## src/rtl/ofdm_mapper.sv

```systemverilog
// Transmit constellation mapper: packs serial coded bits into NBPSC-bit words, maps them
// to Gray-coded integer I/Q levels and frames the points into OFDM symbols of NSD subcarriers.
module ofdm_mapper #(
  parameter int NSD   = 48,
  parameter int OUT_W = 4
) (
  input  logic                    clk,
  input  logic                    rst,
  input  logic [1:0]              rate_sel,
  input  logic                    in_bit,
  input  logic                    in_valid,
  output logic                    in_ready,
  output logic signed [OUT_W-1:0] out_i,
  output logic signed [OUT_W-1:0] out_q,
  output logic [5:0]              out_sc,
  output logic                    out_first,
  output logic                    out_last,
  output logic                    out_valid,
  input  logic                    out_ready
);

  typedef enum logic [1:0] {
    IDLE    = 2'd0,
    COLLECT = 2'd1,
    EMIT    = 2'd2
  } state_t;

  state_t                    state_r;
  state_t                    state_next_s;
  logic [2:0]                bit_cnt_r;
  logic [5:0]                sreg_r;
  logic [1:0]                rate_r;
  logic [5:0]                sc_r;
  logic signed [OUT_W-1:0]   i_r;
  logic signed [OUT_W-1:0]   q_r;
  logic                      first_r;
  logic                      last_r;
  logic                      in_ready_r;
  logic                      out_valid_r;

  logic                      accept_s;
  logic                      handshake_s;
  logic                      sym_start_s;
  logic [1:0]                rate_eff_s;
  logic [2:0]                nbpsc_s;
  logic                      word_done_s;
  logic [5:0]                word_s;
  logic [5:0]                sc_next_s;
  logic signed [3:0]         map_i_s;
  logic signed [3:0]         map_q_s;

  function automatic logic [2:0] nbpsc(input logic [1:0] rate);
    case (rate)
      2'd0:    return 3'd1;
      2'd1:    return 3'd2;
      2'd2:    return 3'd4;
      2'd3:    return 3'd6;
      default: return 3'd1;
    endcase
  endfunction

  function automatic logic signed [3:0] lvl2(input logic b);
    if (b) begin
      return 4'sd1;
    end else begin
      return -4'sd1;
    end
  endfunction

  // b[1] is the earlier bit of the pair
  function automatic logic signed [3:0] lvl4(input logic [1:0] b);
    case (b)
      2'b00:   return -4'sd3;
      2'b01:   return -4'sd1;
      2'b11:   return 4'sd1;
      2'b10:   return 4'sd3;
      default: return 4'sd0;
    endcase
  endfunction

  function automatic logic signed [3:0] lvl8(input logic [2:0] b);
    case (b)
      3'b000:  return -4'sd7;
      3'b001:  return -4'sd5;
      3'b011:  return -4'sd3;
      3'b010:  return -4'sd1;
      3'b110:  return 4'sd1;
      3'b111:  return 4'sd3;
      3'b101:  return 4'sd5;
      3'b100:  return 4'sd7;
      default: return 4'sd0;
    endcase
  endfunction

  // The first bit of a symbol uses the rate being latched on that very accept.
  assign accept_s    = in_valid && in_ready_r;
  assign handshake_s = out_valid_r && out_ready;
  assign sym_start_s = (sc_r == 6'd0) && (bit_cnt_r == 3'd0);
  assign rate_eff_s  = sym_start_s ? rate_sel : rate_r;
  assign nbpsc_s     = nbpsc(rate_eff_s);
  assign word_done_s = accept_s && ((bit_cnt_r + 3'd1) == nbpsc_s);
  assign sc_next_s   = (sc_r == 6'(NSD - 1)) ? 6'd0 : (sc_r + 6'd1);

  // Word including the bit arriving this cycle
  always_comb begin
    word_s = sreg_r;
    for (int k = 0; k < 6; k++) begin
      if (bit_cnt_r == 3'(k)) begin
        word_s[k] = in_bit;
      end else begin
        word_s[k] = sreg_r[k];
      end
    end
  end

  // Gray mapping of the completed word to I/Q levels
  always_comb begin
    map_i_s = 4'sd0;
    map_q_s = 4'sd0;
    case (rate_eff_s)
      2'd0: begin
        map_i_s = lvl2(word_s[0]);
        map_q_s = 4'sd0;
      end
      2'd1: begin
        map_i_s = lvl2(word_s[0]);
        map_q_s = lvl2(word_s[1]);
      end
      2'd2: begin
        map_i_s = lvl4({word_s[0], word_s[1]});
        map_q_s = lvl4({word_s[2], word_s[3]});
      end
      2'd3: begin
        map_i_s = lvl8({word_s[0], word_s[1], word_s[2]});
        map_q_s = lvl8({word_s[3], word_s[4], word_s[5]});
      end
      default: begin
        map_i_s = 4'sd0;
        map_q_s = 4'sd0;
      end
    endcase
  end

  // State register
  always_ff @(posedge clk or negedge rst) begin
    if (!rst) begin
      state_r <= IDLE;
    end else begin
      state_r <= state_next_s;
    end
  end

  // Next-state decode
  always_comb begin
    state_next_s = state_r;
    case (state_r)
      IDLE: begin
        state_next_s = COLLECT;
      end
      COLLECT: begin
        if (word_done_s) begin
          state_next_s = EMIT;
        end else begin
          state_next_s = COLLECT;
        end
      end
      EMIT: begin
        if (handshake_s) begin
          state_next_s = COLLECT;
        end else begin
          state_next_s = EMIT;
        end
      end
      default: begin
        state_next_s = IDLE;
      end
    endcase
  end

  // Datapath and registered handshake flags (flags track the next state, so they equal a state decode)
  always_ff @(posedge clk or negedge rst) begin
    if (!rst) begin
      bit_cnt_r   <= 3'd0;
      sreg_r      <= 6'd0;
      rate_r      <= 2'd0;
      sc_r        <= 6'd0;
      i_r         <= '0;
      q_r         <= '0;
      first_r     <= 1'b1;
      last_r      <= 1'b0;
      in_ready_r  <= 1'b0;
      out_valid_r <= 1'b0;
    end else begin
      in_ready_r  <= (state_next_s == COLLECT);
      out_valid_r <= (state_next_s == EMIT);
      if (accept_s) begin
        sreg_r <= word_s;
        if (sym_start_s) begin
          rate_r <= rate_sel;
        end
        if (word_done_s) begin
          bit_cnt_r <= 3'd0;
          i_r       <= OUT_W'(map_i_s);
          q_r       <= OUT_W'(map_q_s);
        end else begin
          bit_cnt_r <= bit_cnt_r + 3'd1;
        end
      end
      if (handshake_s) begin
        sc_r    <= sc_next_s;
        first_r <= (sc_next_s == 6'd0);
        last_r  <= (sc_next_s == 6'(NSD - 1));
      end
    end
  end

  assign in_ready  = in_ready_r;
  assign out_valid = out_valid_r;
  assign out_i     = i_r;
  assign out_q     = q_r;
  assign out_sc    = sc_r;
  assign out_first = first_r;
  assign out_last  = last_r;

endmodule
```

## config.mk

```make
export PLATFORM = sky130hd
export DESIGN_NAME = ofdm_mapper
export DESIGN_NICKNAME = d
export VERILOG_FILES = /design/src/rtl/ofdm_mapper.sv
export SDC_FILE = /design/constraint.sdc
export NUM_CORES = 1
export LEC_CHECK = 0
export CAP_MARGIN = 0
export CORE_MARGIN = 10
export CORE_UTILIZATION = 30
export DETAILED_ROUTE_END_ITERATION = 10
export PLACE_DENSITY = 0.6
export SLEW_MARGIN = 20
export SYNTH_ARGS = -nofsm -noshare
export SYNTH_HDL_FRONTEND = slang
export SYNTH_SLANG_ARGS = --single-unit
```

## constraint.sdc

```tcl
create_clock -name clk -period 3.1 [get_ports clk]
set_clock_uncertainty 0.2 [all_clocks]
set_input_delay 0.465 -clock clk [delete_from_list [all_inputs] [get_ports clk]]
set_output_delay 0.465 -clock clk [all_outputs]
set_load 0.01 [all_outputs]
```

### After elaboration in Yosys (flattened, before gate mapping)

Memory sizes are Yosys's and may differ from the RTL's.
Index checks and enable logic that the tools add are counted.

| cells by class | value |
|---|---|
| divide/modulo/power cells | 0 |
| bitwise logic cells | 0 |
| shifts and indexed selects | 0 |
| add/subtract/negate cells | 2 |
| order comparisons | 0 |
| multiplexer cells | 19 |
| multiply operators | 0 |
| reduce and logical (&&, ||, !) cells | 13 |
| equality and inequality tests | 21 |

Operator list:

| operator | number |
|---|---|
| $pmux 4 s4 | 3 |
| $eq 2x2->1 const B | 8 |
| $eq 6x6->1 const B | 2 |
| $logic_not 6->1 | 2 |
| $pmux 3 s4 | 1 |
| $pmux 4 s3 | 1 |
| $eq 2x1->1 const B | 5 |
| $logic_not 2->1 | 4 |
| $mux 4 | 2 |
| $add 6x1->6 const B | 1 |
| $eq 3x2->1 const B | 2 |
| $eq 3x3->1 const B | 2 |
| $mux 1 | 6 |
| $mux 2 | 3 |
| $mux 6 | 1 |
| $pmux 2 s3 | 1 |
| $logic_and 1x1->1 | 4 |
| $add 3x1->3 const B | 1 |
| $eq 3x1->1 const B | 1 |
| $eq 3x3->1 | 1 |
| $logic_not 3->1 | 1 |
| $mux 3 | 1 |
| $reduce_and 2->1 | 1 |
| $reduce_or 2->1 | 1 |

| storage, ports and cells | value |
|---|---|
| register bits | 31 |
| output and inout bits | 18 |
| latch bits | 0 |
| logic and storage cells | 68 |
| memories | 2 |
| ROM bits | 48 |
| bits of input ports | 7 |
| bits in writable memories | 0 |

Memories:

| memory | depth | bits a word | read ports | clocked after memory_dff | write ports | line | RTL |
|---|---|---|---|---|---|---|---|
| (name not given) | 8 | 3 | 1 | 0 | 0 | 82 | `case (b)` |
| (name not given) | 8 | 3 | 1 | 0 | 0 | 82 |  |

### Longest topological paths before layout

| logic depth | value |
|---|---|
| depth in word-level cells | 10 |
| depth in mapped cells | 10 |
| depth with buffers taken out | 9 |

### Worst setup path after synthesis

No wires, ideal clock.

| path | value |
|---|---|
| kind | register to register |
| start | register sc_r[3] (netlist: out_sc[3]) |
| end | register i_r[1] (netlist: out_i[1]) |
| setup time | 0.125 ns |
| clock period less this slack | 2.362 ns |
| required time | 2.775 ns |
| stages on the path, launching flop included | 9 |
| path buffers | 2 |
| slack | 0.738 ns |
| arrival time | 2.037 ns |
| path through | dfrtp_1 > buf_6 > or3_4 > o21ai_2 > and2_1 > buf_6 > nand4_4 > o32ai_4 > mux2_4 |

| on the way | value |
|---|---|
| cells in the longest elaborated chain, start to end | 8 |
| elaborated cells between the ends (all ways) | 13 |
| those cells by class | eq/ne (4); mux (3); reduce/logical (6) |

Ends and longest elaborated chain:

| element | line | RTL |
|---|---|---|
| from (decl) | 33 | `logic [5:0] sc_r;` |
| from (signal assigned) | 210 | `sc_r <= sc_next_s;` |
| $logic_not 6->1 (*) | 98 | `assign sym_start_s = (sc_r == 6'd0) && (bit_cnt_r == 3'd0);` |
| $logic_and 1x1->1 (*) | 98 |  |
| $mux 2 (*) | n/a |  |
| $eq 2x2->1 (tied with other cells) | 53, 120 |  |
| $pmux 3 s4 | 53 | `case (rate)` |
| $eq 3x3->1 | 101 | `assign word_done_s = accept_s && ((bit_cnt_r + 3'd1) == nbpsc_s);` |
| $logic_and 1x1->1 | 101 |  |
| $reduce_and 2->1 (no line) | n/a |  |
| to (signal assigned) | 203 | `i_r <= OUT_W'(map_i_s);` |
| to (decl) | 34 | `logic signed [OUT_W-1:0] i_r;` |

Mark *: on every way between the ends. The rest lies on a longest branch, timed or not.
A chain may end at the register's enable or synchronous reset.

### Worst setup path in the final report

| path | value |
|---|---|
| start | register bit_cnt_r[0] |
| end | register q_r[2] (netlist: out_q[2]) |

| on the way | value |
|---|---|
| cells in the longest elaborated chain, start to end | 8 |
| elaborated cells between the ends (all ways) | 30 |
| those cells by class | add/sub (1); eq/ne (12); mux (10); reduce/logical (6); memory (1) |

Ends and longest elaborated chain:

| element | line | RTL |
|---|---|---|
| from (decl) | 30 | `logic [2:0] bit_cnt_r;` |
| from (signal assigned) | 206 | `bit_cnt_r <= bit_cnt_r + 3'd1;` |
| $logic_not 3->1 | 98 |  |
| $logic_and 1x1->1 | 98 |  |
| $mux 2 | n/a |  |
| $eq 2x2->1 (tied with other cells) | 53, 120 |  |
| $pmux 3 s4 | 53 |  |
| $eq 3x3->1 | 101 |  |
| $logic_and 1x1->1 | 101 |  |
| $reduce_and 2->1 (no line) | n/a |  |
| to (signal assigned) | 204 | `q_r <= OUT_W'(map_q_s);` |
| to (decl) | 35 | `logic signed [OUT_W-1:0] q_r;` |

Parallel ways exist; a longest one is shown, timed or not. The select of a mux whose other input is x is not followed.

==> run summary <==
==============================================================================
Run status ......................................................    completed
End of the worst register-to-register path ......................     out_q[2]
Area of combinational cells with multiple inputs ................      983 um2
Slew at the pin with the worst max-slew slack ...................     0.542 ns
Hold Vio Cnt, Final .............................................            0
Power per Cell Area .............................................   973 nW/um2
Total of fill cells in the finished design ......................          598
CTS H-tree depth ................................................            2
Number of distinct library cells after synthesis ................           45
Peak VDD IR .....................................................       398 uV
Clock Path Buffers ..............................................            2
Critical path start-end classification ..........................   reg -> reg
Final routed DRC violation total ................................            0
Gr ovfl total ...................................................            0
Root buffer cell ................................................ sky130_fd_sc_hd__clkbuf_8
First-pass GRT wire length ......................................      7180 um
Gate count of the mapped netlist ................................          186
End of the critical path ........................................     out_q[2]
Insertion delay of the later-clocked pin in the worst-skew pair .      0.29 ns
Wire length per cell after detailed routing .....................      14.8 um
Worst R2R Path Depth ............................................            9
Unrepaired setup endpoints after global routing .................           no
Post-CTS Hold Buffers ...........................................            0
Total inserted antenna cells ....................................            0
Count of buffer and inverter cells on the critical path .........            2
Die X-Extent ....................................................      98.6 um
Pre-Repair DR Iteration Count ...................................            4
Startpoint types ................................................     register
Yosys warnings ..................................................            0
Worst slew slack as a fraction of its limit .....................        63.7%
Number of CTS-inserted buffers ..................................            5
Via density per instance ........................................         4.87
Path type of the worst min-delay path ...........................   reg -> reg
Largest net degree at the start of global routing ...............           32
Crit path arrival time ..........................................      2.67 ns
Endpoint type of the worst setup path ...........................     register
Total length of routed wires ....................................      4280 um
Logic depth of the worst path, buffers included .................            9
Clock transition at the registers of the reported paths .........      0.07 ns
Antenna violations before repair ................................            0
Average cell area after synthesis ...............................     9.97 um2
Clock tree from TritonCTS .......................................          yes
Data required time of the critical path .........................      3.05 ns
Placement row count .............................................           28
Layout overhead on the synthesized area .........................        22.2%
Hold Path Cell Cnt ..............................................            1
Post-route total power ..........................................    0.00221 W
Crit-path slowest cell .......................................... sky130_fd_sc_hd__dfrtp_1
Register-to-register setup slack ................................      0.38 ns
Flip-flop cell with the highest count after synthesis ........... sky130_fd_sc_hd__dfrtp_1
Resized Gates After CTS .........................................            0
Nets ............................................................          230
Global router's overall resource usage ..........................        8.95%
Area of the mapped netlist ......................................     1850 um2
Worst Min Path Start ............................................     out_i[0]
Area taken by flip-flops and latches ............................      777 um2
Final weighted congestion in routability-driven placement .......        0.905
Crit Path Max Fanout ............................................           10
Core Region .....................................................     5960 um2
Number of max-cap violations ....................................            0
Number of global-route vias before repair .......................        1,406
Part of the Yosys area used for sequential elements .............        41.9%
EDFF count, synth ...............................................            0
Async set or reset register ratio after synthesis ...............         100%
Worst setup path startpoint ..................................... bit_cnt_r[0]
Iteration-0 DRC count of the detailed router ....................          124
Peak clock frequency supported by timing ........................    0.368 GHz
Largest incremental delay on the critical path ..................      0.44 ns
Yosys reg bits ..................................................           31
Layout cells sized above 1 ......................................        12.1%
Effective utilization at floorplan ..............................        31.1%
Setup violators final ...........................................            0
Final Instance Count excl. Fillers ..............................          289
Period minus WS final ...........................................      2.72 ns
TNS Setup .......................................................         0 ns
Placed wire-length estimate .....................................      3130 um
List of cells traversed by the critical path .................... inv_1, ha_1, nand4bb_1, o21ai_2, and2_1, nand4_4, o32ai_4, buf_4, o22ai_1
Number of top-level design ports ................................           25
Leakage .........................................................     0.940 nW
Crit Reg-Reg Startpoint ......................................... bit_cnt_r[0]
Die boundary height .............................................      98.6 um
Detail Route Antenna Nets .......................................            0
Post-Synthesis Net Count ........................................          203
Area of the die .................................................     9730 um2
Fin crit share ..................................................        87.7%
Final Max Slew Viols ............................................            0
Detailed-route via count ........................................        1,408
Cell family with the largest share of critical-path delay ....... simple AND/OR/NAND/NOR gates
Port-buffer cells ...............................................           24
Count of placed standard cells including taps ...................          281
Setup repair bufs after CTS .....................................            0
Total number of clock tree sinks ................................           31
==============================================================================
flip-flops by register name, summed over array words and instances (netlist names):
signal and cells:
bit_cnt_r 3, in_ready 1, out_first 1, out_i 4, out_last 1, out_q 4
out_sc 6, out_valid 1, rate_r 2, sreg_r 6, state_r 2
cells in the final DEF (no fill, tap or decap), types with 2 or more instances in the layout:
| cell | n |
|---|---|
| sky130_fd_sc_hd__clkdlybuf4s50_1 | 24 |
| sky130_fd_sc_hd__dfrtp_1 | 30 |
| sky130_fd_sc_hd__o21ai_1 | 4 |
| sky130_fd_sc_hd__o21ai_2 | 2 |
| sky130_fd_sc_hd__o22ai_1 | 3 |
| sky130_fd_sc_hd__xor2_1 | 3 |
| sky130_fd_sc_hd__a21boi_0 | 2 |
| sky130_fd_sc_hd__inv_1 | 12 |
| sky130_fd_sc_hd__a21oi_1 | 5 |
| sky130_fd_sc_hd__nor2_1 | 8 |
| sky130_fd_sc_hd__buf_4 | 3 |
| sky130_fd_sc_hd__a31oi_1 | 3 |
| sky130_fd_sc_hd__mux2i_1 | 6 |
| sky130_fd_sc_hd__xnor2_1 | 6 |
| sky130_fd_sc_hd__nand3_1 | 6 |
| sky130_fd_sc_hd__nand2_1 | 25 |
| sky130_fd_sc_hd__o21ai_0 | 10 |
| sky130_fd_sc_hd__ha_1 | 10 |
| sky130_fd_sc_hd__nand2b_1 | 2 |
| sky130_fd_sc_hd__o31ai_1 | 3 |
| sky130_fd_sc_hd__nor2b_1 | 4 |
| sky130_fd_sc_hd__o211ai_1 | 2 |
| sky130_fd_sc_hd__o2bb2ai_1 | 2 |
| sky130_fd_sc_hd__mux2_4 | 3 |
| sky130_fd_sc_hd__mux2_2 | 4 |
| sky130_fd_sc_hd__nor3_1 | 5 |
| sky130_fd_sc_hd__clkbuf_8 | 7 |
cells by family (layout without fill, tap and decap cells):
kind of cell    Yosys count  count (layout)  synth area share [%]
compound gates           44              44                  16.7
xor+xnor                  9               9                  4.25
fa+ha+maj                10              10                  6.75
buf+inv                  19              47                  5.06
flops                    31              31                  41.9
mux                      14              14                  8.84
simple gates             59              59                  16.5
cell usage after synthesis (5+ instances only):
cell	instances	share of area (%)
sky130_fd_sc_hd__inv_1	12	2.4
sky130_fd_sc_hd__xnor2_1	6	2.8
sky130_fd_sc_hd__dfrtp_1	30	40
sky130_fd_sc_hd__a21oi_1	5	1.3
sky130_fd_sc_hd__nand3_1	6	1.6
sky130_fd_sc_hd__nor2_1	8	1.6
sky130_fd_sc_hd__nand2_1	25	5.1
sky130_fd_sc_hd__ha_1	10	6.7
sky130_fd_sc_hd__mux2i_1	6	3.2
sky130_fd_sc_hd__o21ai_0	10	2.7
sky130_fd_sc_hd__nor3_1	5	1.3
worst min-delay path by stage:
stage	end
finish	out_i[0]
CTS	out_i[0]
global placement	out_i[0]
detailed placement	out_i[0]
floorplan	bit_cnt_r[0]
global route	out_i[0]
through the flow:
stage                     area [um2]  hold slack, ns  utilization (%)  setup slack, ns
final                           2270           0.270             38.0            0.381
after global routing            2270           0.283             38.0            0.130
after CTS                       2270           0.275             38.0            0.377
after detailed placement        2160           0.256             36.3            0.403
after global placement          2160           0.252             36.3            0.437
after floorplan                 1850         -0.0306                -            0.738
where the power goes:
| part | internal [W] | leakage [nW] | switching [W] |
|---|---|---|---|
| Clock | 0.000202 | 0.0505 | 0.000163 |
| Combinational | 0.000546 | 0.505 | 0.000607 |
| Sequential | 0.000551 | 0.385 | 0.000137 |
| Total | 0.00130 | 0.940 | 0.000906 |
cell type report:
type / count / area share (%)
Multi-Input combinational cell: 136 / 43.4
Timing Repair Buffer: 27 / 11.6
Clock buffer: 7 / 4.25
Sequential cell: 31 / 34.3
Clock inverter: 1 / 0.331
Tap cell: 75 / 4.14
Inverter: 12 / 1.99
metal layers:
layer  part of all wire [%]  vias up  routed length [um]  GRT usage (%)
met4                    2.3        0                  97           4.63
li1                       -      706                   -              -
met2                     48       32                2050           14.1
met5                      0        -                   0              0
met3                    3.8        6                 163           1.89
met1                     46      664                1970           11.2
Note: power is estimated with default switching activity, not from simulation.
